<file path="config.mk">
export PLATFORM = sky130hd
export DESIGN_NAME = trap_ctrl
export DESIGN_NICKNAME = d
export VERILOG_FILES = /design/src/rtl/trap_ctrl_pkg.sv /design/src/rtl/trap_csr.sv /design/src/rtl/trap_ctrl.sv
export SDC_FILE = /design/constraint.sdc
export NUM_CORES = 1
export LEC_CHECK = 0
export ABC_CLOCK_PERIOD_IN_PS = 4300
export CAP_MARGIN = 30
export CORE_MARGIN = 1.5
export CORE_UTILIZATION = 47
export CTS_CLUSTER_DIAMETER = 60
export DETAILED_ROUTE_END_ITERATION = 10
export PLACE_DENSITY = 0.8
export SLEW_MARGIN = 0
export SYNTH_ARGS = -nofsm -noshare
export SYNTH_HDL_FRONTEND = slang
export SYNTH_SLANG_ARGS = --single-unit
</file>
<file path="constraint.sdc">
create_clock -name clk -period 4.3 [get_ports clk]
set_input_delay 0.645 -clock clk [delete_from_list [all_inputs] [get_ports clk]]
set_output_delay 0.645 -clock clk [all_outputs]
set_load 0.005 [all_outputs]
</file>
<file path="src/rtl/trap_ctrl_pkg.sv">
// trap_ctrl_pkg: shared types and constants for the machine-mode trap controller.
//   commit_entry     - retiring instruction (pc + execution result)
//   CSR_*            - CSR addresses served by trap_csr
//   MSTATUS_*        - mstatus field bit positions
//   EX_*             - exception cause codes (4-bit, zero-extended into mcause)
//   trap_state_e     - trap_ctrl FSM states
package trap_ctrl_pkg;

  localparam logic [11:0] CSR_MSTATUS = 12'h300;
  localparam logic [11:0] CSR_MTVEC   = 12'h305;
  localparam logic [11:0] CSR_MEPC    = 12'h341;
  localparam logic [11:0] CSR_MCAUSE  = 12'h342;
  localparam logic [11:0] CSR_MTVAL   = 12'h343;

  localparam int MSTATUS_MIE    = 3;
  localparam int MSTATUS_MPIE   = 7;
  localparam int MSTATUS_MPP_LO = 11;
  localparam int MSTATUS_MPP_HI = 12;

  localparam logic [3:0] EX_INSTR_MISALIGN = 4'd0;
  localparam logic [3:0] EX_ILLEGAL_INSTR  = 4'd2;
  localparam logic [3:0] EX_BREAKPOINT     = 4'd3;
  localparam logic [3:0] EX_M_ECALL        = 4'd11;

  typedef struct packed {
    logic        ex_valid;
    logic [3:0]  ex;
    logic [31:0] ex_tval;
    logic        ret_valid;
    logic        br_valid;
  } exec_result;

  typedef struct packed {
    logic [31:0] pc;
    exec_result  exec;
  } commit_entry;

  typedef enum logic [1:0] {
    S_IDLE     = 2'd0,
    S_TRAP     = 2'd1,
    S_REDIRECT = 2'd2
  } trap_state_e;

endpackage

</file>
<file path="src/rtl/trap_csr.sv">
// trap_csr: machine-mode trap CSR file (mstatus, mtvec, mepc, mcause, mtval).
// Ports:
//   clk, rst              - clock, asynchronous active-low reset
//   csr_addr/we/wdata     - CSR instruction write path (any time)
//   csr_rdata             - combinational read of csr_addr (0 for unknown addresses)
//   trap_exc, trap_ret    - one-cycle trap entry / return update strobes
//   trap_pc, trap_cause   - exception pc (word aligned) and cause code
//   trap_tval             - exception value (only with TRAP_MTVAL_EN)
//   mtvec_base, mepc_base - word-aligned vector / return addresses for redirect
// Macro TRAP_MTVAL_EN: implements mtval; otherwise mtval reads 0 and has no storage.
module trap_csr
  import trap_ctrl_pkg::*;
#(
  parameter logic [31:0] MTVEC_RESET = 32'h8000_0000,
  parameter logic [1:0]  MSTATUS_MPP = 2'b11
) (
  input  logic        clk,
  input  logic        rst,
  input  logic [11:0] csr_addr,
  input  logic        csr_we,
  input  logic [31:0] csr_wdata,
  output logic [31:0] csr_rdata,
  input  logic        trap_exc,
  input  logic        trap_ret,
  input  logic [31:2] trap_pc,
  input  logic [3:0]  trap_cause,
`ifdef TRAP_MTVAL_EN
  input  logic [31:0] trap_tval,
`endif
  output logic [31:2] mtvec_base,
  output logic [31:2] mepc_base
);

  logic        mie_q;
  logic        mpie_q;
  logic [31:2] mtvec_q;
  logic [31:2] mepc_q;
  logic [31:0] mcause_q;
  logic [31:0] mtval_rd;

`ifdef TRAP_MTVAL_EN
  logic [31:0] mtval_q;
  assign mtval_rd = mtval_q;
`else
  assign mtval_rd = '0;
`endif

  // Trap updates are written after the CSR-instruction write so they win on collision;
  // both sample the pre-edge mie_q/mpie_q.
  always_ff @(posedge clk or negedge rst) begin
    if (!rst) begin
      mie_q    <= 1'b0;
      mpie_q   <= 1'b0;
      mtvec_q  <= MTVEC_RESET[31:2];
      mepc_q   <= '0;
      mcause_q <= '0;
`ifdef TRAP_MTVAL_EN
      mtval_q  <= '0;
`endif
    end else begin
      if (csr_we) begin
        case (csr_addr)
          CSR_MSTATUS: begin
            mie_q  <= csr_wdata[MSTATUS_MIE];
            mpie_q <= csr_wdata[MSTATUS_MPIE];
          end
          CSR_MTVEC:  mtvec_q  <= csr_wdata[31:2];
          CSR_MEPC:   mepc_q   <= csr_wdata[31:2];
          CSR_MCAUSE: mcause_q <= csr_wdata;
`ifdef TRAP_MTVAL_EN
          CSR_MTVAL:  mtval_q  <= csr_wdata;
`endif
          default: ;
        endcase
      end
      if (trap_exc) begin
        mepc_q   <= trap_pc;
        mcause_q <= {28'd0, trap_cause};
`ifdef TRAP_MTVAL_EN
        mtval_q  <= trap_tval;
`endif
        mpie_q   <= mie_q;
        mie_q    <= 1'b0;
      end
      if (trap_ret) begin
        mie_q  <= mpie_q;
        mpie_q <= 1'b1;
      end
    end
  end

  always_comb begin
    csr_rdata = '0;
    case (csr_addr)
      CSR_MSTATUS: begin
        csr_rdata[MSTATUS_MIE]                   = mie_q;
        csr_rdata[MSTATUS_MPIE]                  = mpie_q;
        csr_rdata[MSTATUS_MPP_HI:MSTATUS_MPP_LO] = MSTATUS_MPP;
      end
      CSR_MTVEC:  csr_rdata = {mtvec_q, 2'b00};
      CSR_MEPC:   csr_rdata = {mepc_q, 2'b00};
      CSR_MCAUSE: csr_rdata = mcause_q;
      CSR_MTVAL:  csr_rdata = mtval_rd;
      default:    csr_rdata = '0;
    endcase
  end

  assign mtvec_base = mtvec_q;
  assign mepc_base  = mepc_q;

endmodule

</file>
<file path="src/rtl/trap_ctrl.sv">
// trap_ctrl: machine-mode trap sequencer. Accepts a retiring instruction, and on an
// exception or mret walks IDLE -> TRAP (flush, CSR update) -> REDIRECT (fetch redirect).
// Ports:
//   clk, rst                        - clock, asynchronous active-low reset
//   commit_valid/ready/data         - decoupled commit input (ready only in IDLE)
//   flush                           - pipeline flush, high for the TRAP cycle
//   redirect_valid/redirect_target  - one-cycle fetch redirect in REDIRECT
//   csr_addr/we/wdata/rdata         - CSR access port into trap_csr
// Macro TRAP_MTVAL_EN: enables the mtval CSR (ex_tval is otherwise unused).
module trap_ctrl
  import trap_ctrl_pkg::*;
#(
  parameter logic [31:0] MTVEC_RESET = 32'h8000_0000,
  parameter logic [1:0]  MSTATUS_MPP = 2'b11
) (
  input  logic        clk,
  input  logic        rst,
  input  logic        commit_valid,
  output logic        commit_ready,
  input  commit_entry commit_data,
  output logic        flush,
  output logic        redirect_valid,
  output logic [31:0] redirect_target,
  input  logic [11:0] csr_addr,
  input  logic        csr_we,
  input  logic [31:0] csr_wdata,
  output logic [31:0] csr_rdata
);

  trap_state_e state_q, state_d;
  logic        trap_exc, trap_ret;
  logic [31:2] mtvec_base, mepc_base;

  logic        is_ret_p1;
  logic [31:2] pc_p1;
  logic [3:0]  ex_p1;
`ifdef TRAP_MTVAL_EN
  logic [31:0] tval_p1;
`endif

  logic unused_commit_bits;
`ifdef TRAP_MTVAL_EN
  assign unused_commit_bits = ^{commit_data.pc[1:0], commit_data.exec.br_valid};
`else
  assign unused_commit_bits = ^{commit_data.pc[1:0], commit_data.exec.br_valid,
                                commit_data.exec.ex_tval};
`endif

  always_ff @(posedge clk or negedge rst) begin
    if (!rst) state_q <= S_IDLE;
    else      state_q <= state_d;
  end

  // Commit capture -> TRAP/REDIRECT stages. Loaded on every valid beat in IDLE; only
  // consumed when that beat starts a trap. ex_valid has priority over ret_valid.
  always_ff @(posedge clk) begin
    if (state_q == S_IDLE && commit_valid) begin
      is_ret_p1 <= ~commit_data.exec.ex_valid;
      pc_p1     <= commit_data.pc[31:2];
      ex_p1     <= commit_data.exec.ex;
`ifdef TRAP_MTVAL_EN
      tval_p1   <= commit_data.exec.ex_tval;
`endif
    end
  end

  always_comb begin
    state_d         = state_q;
    commit_ready    = 1'b0;
    flush           = 1'b0;
    redirect_valid  = 1'b0;
    redirect_target = '0;
    trap_exc        = 1'b0;
    trap_ret        = 1'b0;
    case (state_q)
      S_IDLE: begin
        // rst gating keeps ready low while reset is held (state is already IDLE then).
        commit_ready = rst;
        if (commit_valid && (commit_data.exec.ex_valid || commit_data.exec.ret_valid))
          state_d = S_TRAP;
      end
      S_TRAP: begin
        flush    = 1'b1;
        trap_exc = ~is_ret_p1;
        trap_ret = is_ret_p1;
        state_d  = S_REDIRECT;
      end
      S_REDIRECT: begin
        // CSRs here already hold the TRAP-cycle updates and any TRAP-cycle csr_we.
        redirect_valid  = 1'b1;
        redirect_target = is_ret_p1 ? {mepc_base, 2'b00} : {mtvec_base, 2'b00};
        state_d         = S_IDLE;
      end
      default: state_d = S_IDLE;
    endcase
  end

  trap_csr #(
    .MTVEC_RESET (MTVEC_RESET),
    .MSTATUS_MPP (MSTATUS_MPP)
  ) u_csr (
    .clk        (clk),
    .rst        (rst),
    .csr_addr   (csr_addr),
    .csr_we     (csr_we),
    .csr_wdata  (csr_wdata),
    .csr_rdata  (csr_rdata),
    .trap_exc   (trap_exc),
    .trap_ret   (trap_ret),
    .trap_pc    (pc_p1),
    .trap_cause (ex_p1),
`ifdef TRAP_MTVAL_EN
    .trap_tval  (tval_p1),
`endif
    .mtvec_base (mtvec_base),
    .mepc_base  (mepc_base)
  );

endmodule

</file>
Word-level counts from Yosys, hierarchy flattened
Cells that the tools add are included.
- logic and storage cells: 61
- output and inout port bits: 67
- bits in registers: 131
- reductions and logical operators: 13
- bitwise logic cells: 2
- mux-type cells: 30
- equality and inequality tests: 7
- operators with widths (cell ; number):
    32-bit two-way mux ; 5
    30-bit two-way mux ; 3
    19-bit case mux with 3 select lines ; 1
    12-bit by 10-bit equality test with 1-bit output (second input constant) ; 4
    3-bit case mux with 3 select lines ; 3
    1-bit two-way mux ; 13
    1-bit case mux with 4 select lines ; 2
    2-bit case mux with 4 select lines ; 1
    2-bit AND reduction ; 4
    2-bit nonzero test ; 3
    3-bit nonzero test ; 2
    2-bit case mux with 2 select lines ; 1
    2-bit by 1-bit equality test with 1-bit output (second input constant) ; 1
    2-bit equality test (second input constant) ; 1
    1-bit logical AND ; 2
    2-bit zero test ; 1
    2-bit two-way mux ; 1
    2-bit by 1-bit inequality test with 1-bit output (second input constant) ; 1
    1-bit NOT ; 2
    1-bit logical OR ; 1

Longest topological paths before layout
- word-level depth: 5
- depth in mapped cells: 7
- depth with buffers taken out: 5

By module
From an unflattened synthesis, not the netlist that was laid out.
- cell total of the unflattened synthesis: 577
- area, all modules: 6407.4 um^2
- by module, submodules not included (module ; instances ; cells an instance ; area an instance (um^2) ; seq. area each (um^2)):
    trap_csr ; 1 ; 460 ; 4724.5 ; 2353.5
    trap_ctrl ; 1 ; 117 ; 1682.9 ; 1101.1

Worst setup path after synthesis
OpenSTA, ideal clock, no wires.
- kind: input-to-reg
- from: input port commit_valid
- to: register ex_p1[0] (enable)
- cell stages on the path: 1
- path slack: 0.542 ns
- data arrival time: 3.278 ns
- library setup time: 0.481 ns
- path through: nor3b_1
- word-level cells in the longest chain between the ends: 1
- RTL lines (item ; line ; RTL):
    start, declared ; trap_ctrl.sv:18 ; input logic commit_valid,
    1-bit logical AND ; trap_ctrl.sv:57 ; if (state_q == S_IDLE && commit_valid) begin
    end signal, assigned ; trap_ctrl.sv:60 ; ex_p1 <= commit_data.exec.ex;
    end, declared ; trap_ctrl.sv:36 ; logic [3:0] ex_p1;
Every way passes these cells.
A chain may end at the register's enable or synchronous reset.

Worst setup path in the final report
- from: input port csr_addr[5]
- to: output port csr_rdata[29]
- word-level cells in the longest chain between the ends: 2
- elaborated cells on any way between the ends: 4
- RTL lines (item ; line ; RTL):
    start, declared ; trap_ctrl.sv:24 ; input logic [11:0] csr_addr,
    12-bit by 10-bit equality test with 1-bit output ; trap_csr.sv:94 ; case (csr_addr)
    19-bit case mux with 3 select lines (*) ; trap_csr.sv:94 ;
    end, declared ; trap_ctrl.sv:27 ; output logic [31:0] csr_rdata
Mark *: on every way between the ends. The rest lies on a longest branch, timed or not.

==> summary.md <==
| Metric | Value |
|---|---|
| Status | `finished, final reports clean` |
| Initial antenna violation count | `0` |
| Die ar. | `0.0137 sq mm` |
| CP Launch Type | `input port` |
| Core Box Area | `0.0127 sq mm` |
| Clock Sinks | `around 130` |
| Largest net degree at the start of global routing | `51` |
| Share of cells above drive strength 1 | `0.134` |
| Post-route DRC | `0` |
| Vias post-DR | `5,029` |
| Number of buffers added on ports | `approximately 150` |
| Switch share | `0.242` |
| Setup Viol. Count Final | `0` |
| Combinational Power Share | `0.124` |
| Most frequent cells in the layout | `147 x clkdlybuf4s50_1, 95 x dfrtp_1, 64 x nand2_1, 64 x nor2_1, 35 x edfxtp_1` |
| Drt first pass iters | `6` |
| Fin crit share | `0.860` |
| Endpoints failing hold | `0` |
| Yosys warnings | `0` |
| Clk slew on worst S/H paths | `about 0.060 ns` |
| Post-DRT Antenna Nets | `0` |
| Die Wd | `117 um` |
| Placer Congestion | `a little over 0.8` |
| Fin Hold WS | `0.241 ns` |
| Final Slew Violations | `0` |
| Commonest non-fill, non-tap cell in the layout | `clkdlybuf4s50_1` |
| CTS tree | `yes` |
| Synthesized cell area | `between 0.006 and 0.007 sq mm` |
| Area fraction of the dominant cell type after synthesis | `0.389` |
| Yosys reg bits | `131` |
| Max Root-Sink Buffers | `2` |
| Initial DRC count | `601` |
| # H-tree levels | `4` |
| Slew headroom | `0.389` |
| CP Data Required Time | `~3.7 ns` |
| Clock network fraction of total power | `0.433` |
| Io pins | `around 190` |
| Starting density of the core | `0.483` |
| Worst Path Arrival | `between 3 and 4 ns` |
| Buffer type at the clock tree root | `clkbuf_16` |
| Non-filler cells, final | `between 800 and 900` |
| Vias in the first global route | `between 5k and 6k` |
| Worst min-delay path class | `input port to async pin` |
| # placed instances | `821` |
| Vias per cell | `about 5.9` |
| TritonCTS buffer count | `17` |
| Worst-margin pin slew | `~0.91 ns` |
| RSZ-0062 raised after global routing | `false` |
| Area delta synth->final | `37.6%` |
| Post-CTS sizing | `0` |
| Crit path top cell by count | `clkdlybuf4s50_1` |
| Largest area contributor in the netlist | `dfrtp_1` |
| First-pass GRT wire length | `about 27,000 um` |
| DRT Wirelength | `17,500 um` |
| P per Cell Area | `roughly 400 mW/mm^2` |
| Leakage | `just under 0.004 uW` |
| Sequential Power Share | `0.443` |
| Seq/Total Area, Yosys | `0.565` |
| Post-synthesis async set-or-reset flop share | `0.733` |
| Peak Freq | `270 MHz` |
| Post-synth EDFFs | `35` |
| R2R Setup Slk | `roughly 1.7 ns` |
| Crit. End Element | `primary output` |
| Max incr delay on CP | `about 0.57 ns` |
| DR WL/cell | `~21 um` |
| Cts-stage hold buffer count | `0` |
| CP max FO | `29` |
| Post-Synthesis Cells | `approximately 520` |
| Primary FF master, synth | `dfrtp_1` |
| Setup Skew | `roughly 0.0096 ns` |
| N_diodes | `0` |
| Max-cap violations | `0` |
| Switching pwr | `835 uW` |
| Die height | `roughly 120 um` |
| Yosys cell types | `a little over 40` |
| Setup Slack @ Placement | `0.631 ns` |
| Pint | `2620 uW` |
| CP Class | `input port to primary output` |
| GR Util All Layers | `0.266` |
| TNS Setup | `0 ns` |
| CP cell instances | `clkdlybuf4s50_1 -> nor4b_4 -> and3_1 -> buf_12 -> a222oi_1 -> inv_1 -> clkdlybuf4s50_1` |
| Total gr overflow | `0` |
| Crit-path slowest cell | `nor4b_4` |
| Skew-Pair Late Insertion Delay | `between 0.4 and 0.5 ns` |
| Pwr Total | `3460 uW` |
| Area contributors post-synth | `dfrtp_1 39%, edfxtp_1 17%, mux2_4 7.4%` |
| Syn_area_per_cell | `roughly 12 sq um` |
| Detail Placement HPWL | `approximately 12,000 um` |
| Final nets | `just under 800` |
| Peak supply drop | `approximately 0.26 mV` |
| Post-CTS setup buffers | `0` |
| Std cell rows | `~40` |
| PnR worst setup slack | `between 0.6 and 0.7 ns` |
| Final min period | `between 3 and 4 ns` |
[metrics by stage]
| step | util | cell area [sq um] |
|---|---|---|
| after floorplan | - | 6120 |
| after global placement | 0.614 | 7790 |
| after detailed placement | 0.614 | 7790 |
| after CTS | 0.664 | 8420 |
| after global routing | 0.664 | 8420 |
| final | 0.664 | 8420 |
[cells in the mapped netlist (all sizes together) (4+ instances only)]
cell type and n:
a21oi 4, a221o 4, a222oi 26, a22o 30, a31oi 30, buf 20
clkbuf 22, dfrtp 95, edfxtp 35, inv 30, mux2 30, mux2i 34
nand2 65, nor2 65
[final cells by class]
class	instances	area [sq um]
Clock buffer	27	576
Timing Repair Buffer	166	1640
Fill cell	929	4250
Clock inverter	5	57.6
Tap cell	172	215
Sequential cell	131	3450
Inverter	30	113
Multi-Input combinational cell	322	2360
[worst paths after layout]
check,startpoint,end,depth (start not counted)
worst min register to register,u_csr.mcause_q[0],u_csr.mcause_q[0],2
worst max register to register,is_ret_p1,u_csr.mepc_base[28],5
min in group clk,u_csr.mcause_q[0],u_csr.mcause_q[0],2
worst max-delay path,csr_addr[5],csr_rdata[29],7
worst min-delay path,rst,u_csr.mepc_base[24],1
max in group asynchronous,rst,u_csr.mcause_q[20],2
[kinds of logic (layout without fill, tap and decap cells)]
logic type / Yosys count / after routing / share of synthesized area
compound gates: 103 / 103 / 0.138
other cells: 1 / 2 / 0.000613
buf+inv: 72 / 228 / 0.0528
simple gates: 153 / 153 / 0.115
mux: 64 / 64 / 0.129
flops: 131 / 131 / 0.565
[metal layers]
layer	track usage	vias to the layer above	wire, um
li1	-	2190	-
met3	0.0659	29	1620
met1	0.339	2508	6820
met2	0.446	302	8770
met5	0	-	0
met4	0.0940	0	293
[registers in the layout (all words and copies together) (netlist names)]
signal,cells
state_q,2
u_csr.mcause_q,32
u_csr.mpie_q,1
ex_p1,4
u_csr.mtvec_base,30
pc_p1,30
is_ret_p1,1
u_csr.mie_q,1
u_csr.mepc_base,30
[worst max-delay path: cells and delay by family]
| kind | cells | cell delay [ns] |
|---|---|---|
| and+or+nand+nor | 2 | 0.90 |
| AOI/OAI and AO/OA | 1 | 0.16 |
| buffers and inverters | 4 | 1.35 |
[power groups by stage]
stage	clock [uW]	sequential (uW)	combinational [uW]
2_1_floorplan	0	1520	220
3_3_place_gp	0	1540	411
3_5_place_dp	0	1550	428
4_1_cts	1510	1530	432
5_1_grt	1570	1540	472
6_report	1490	1530	429
Power figures use the tool's default switching activity.
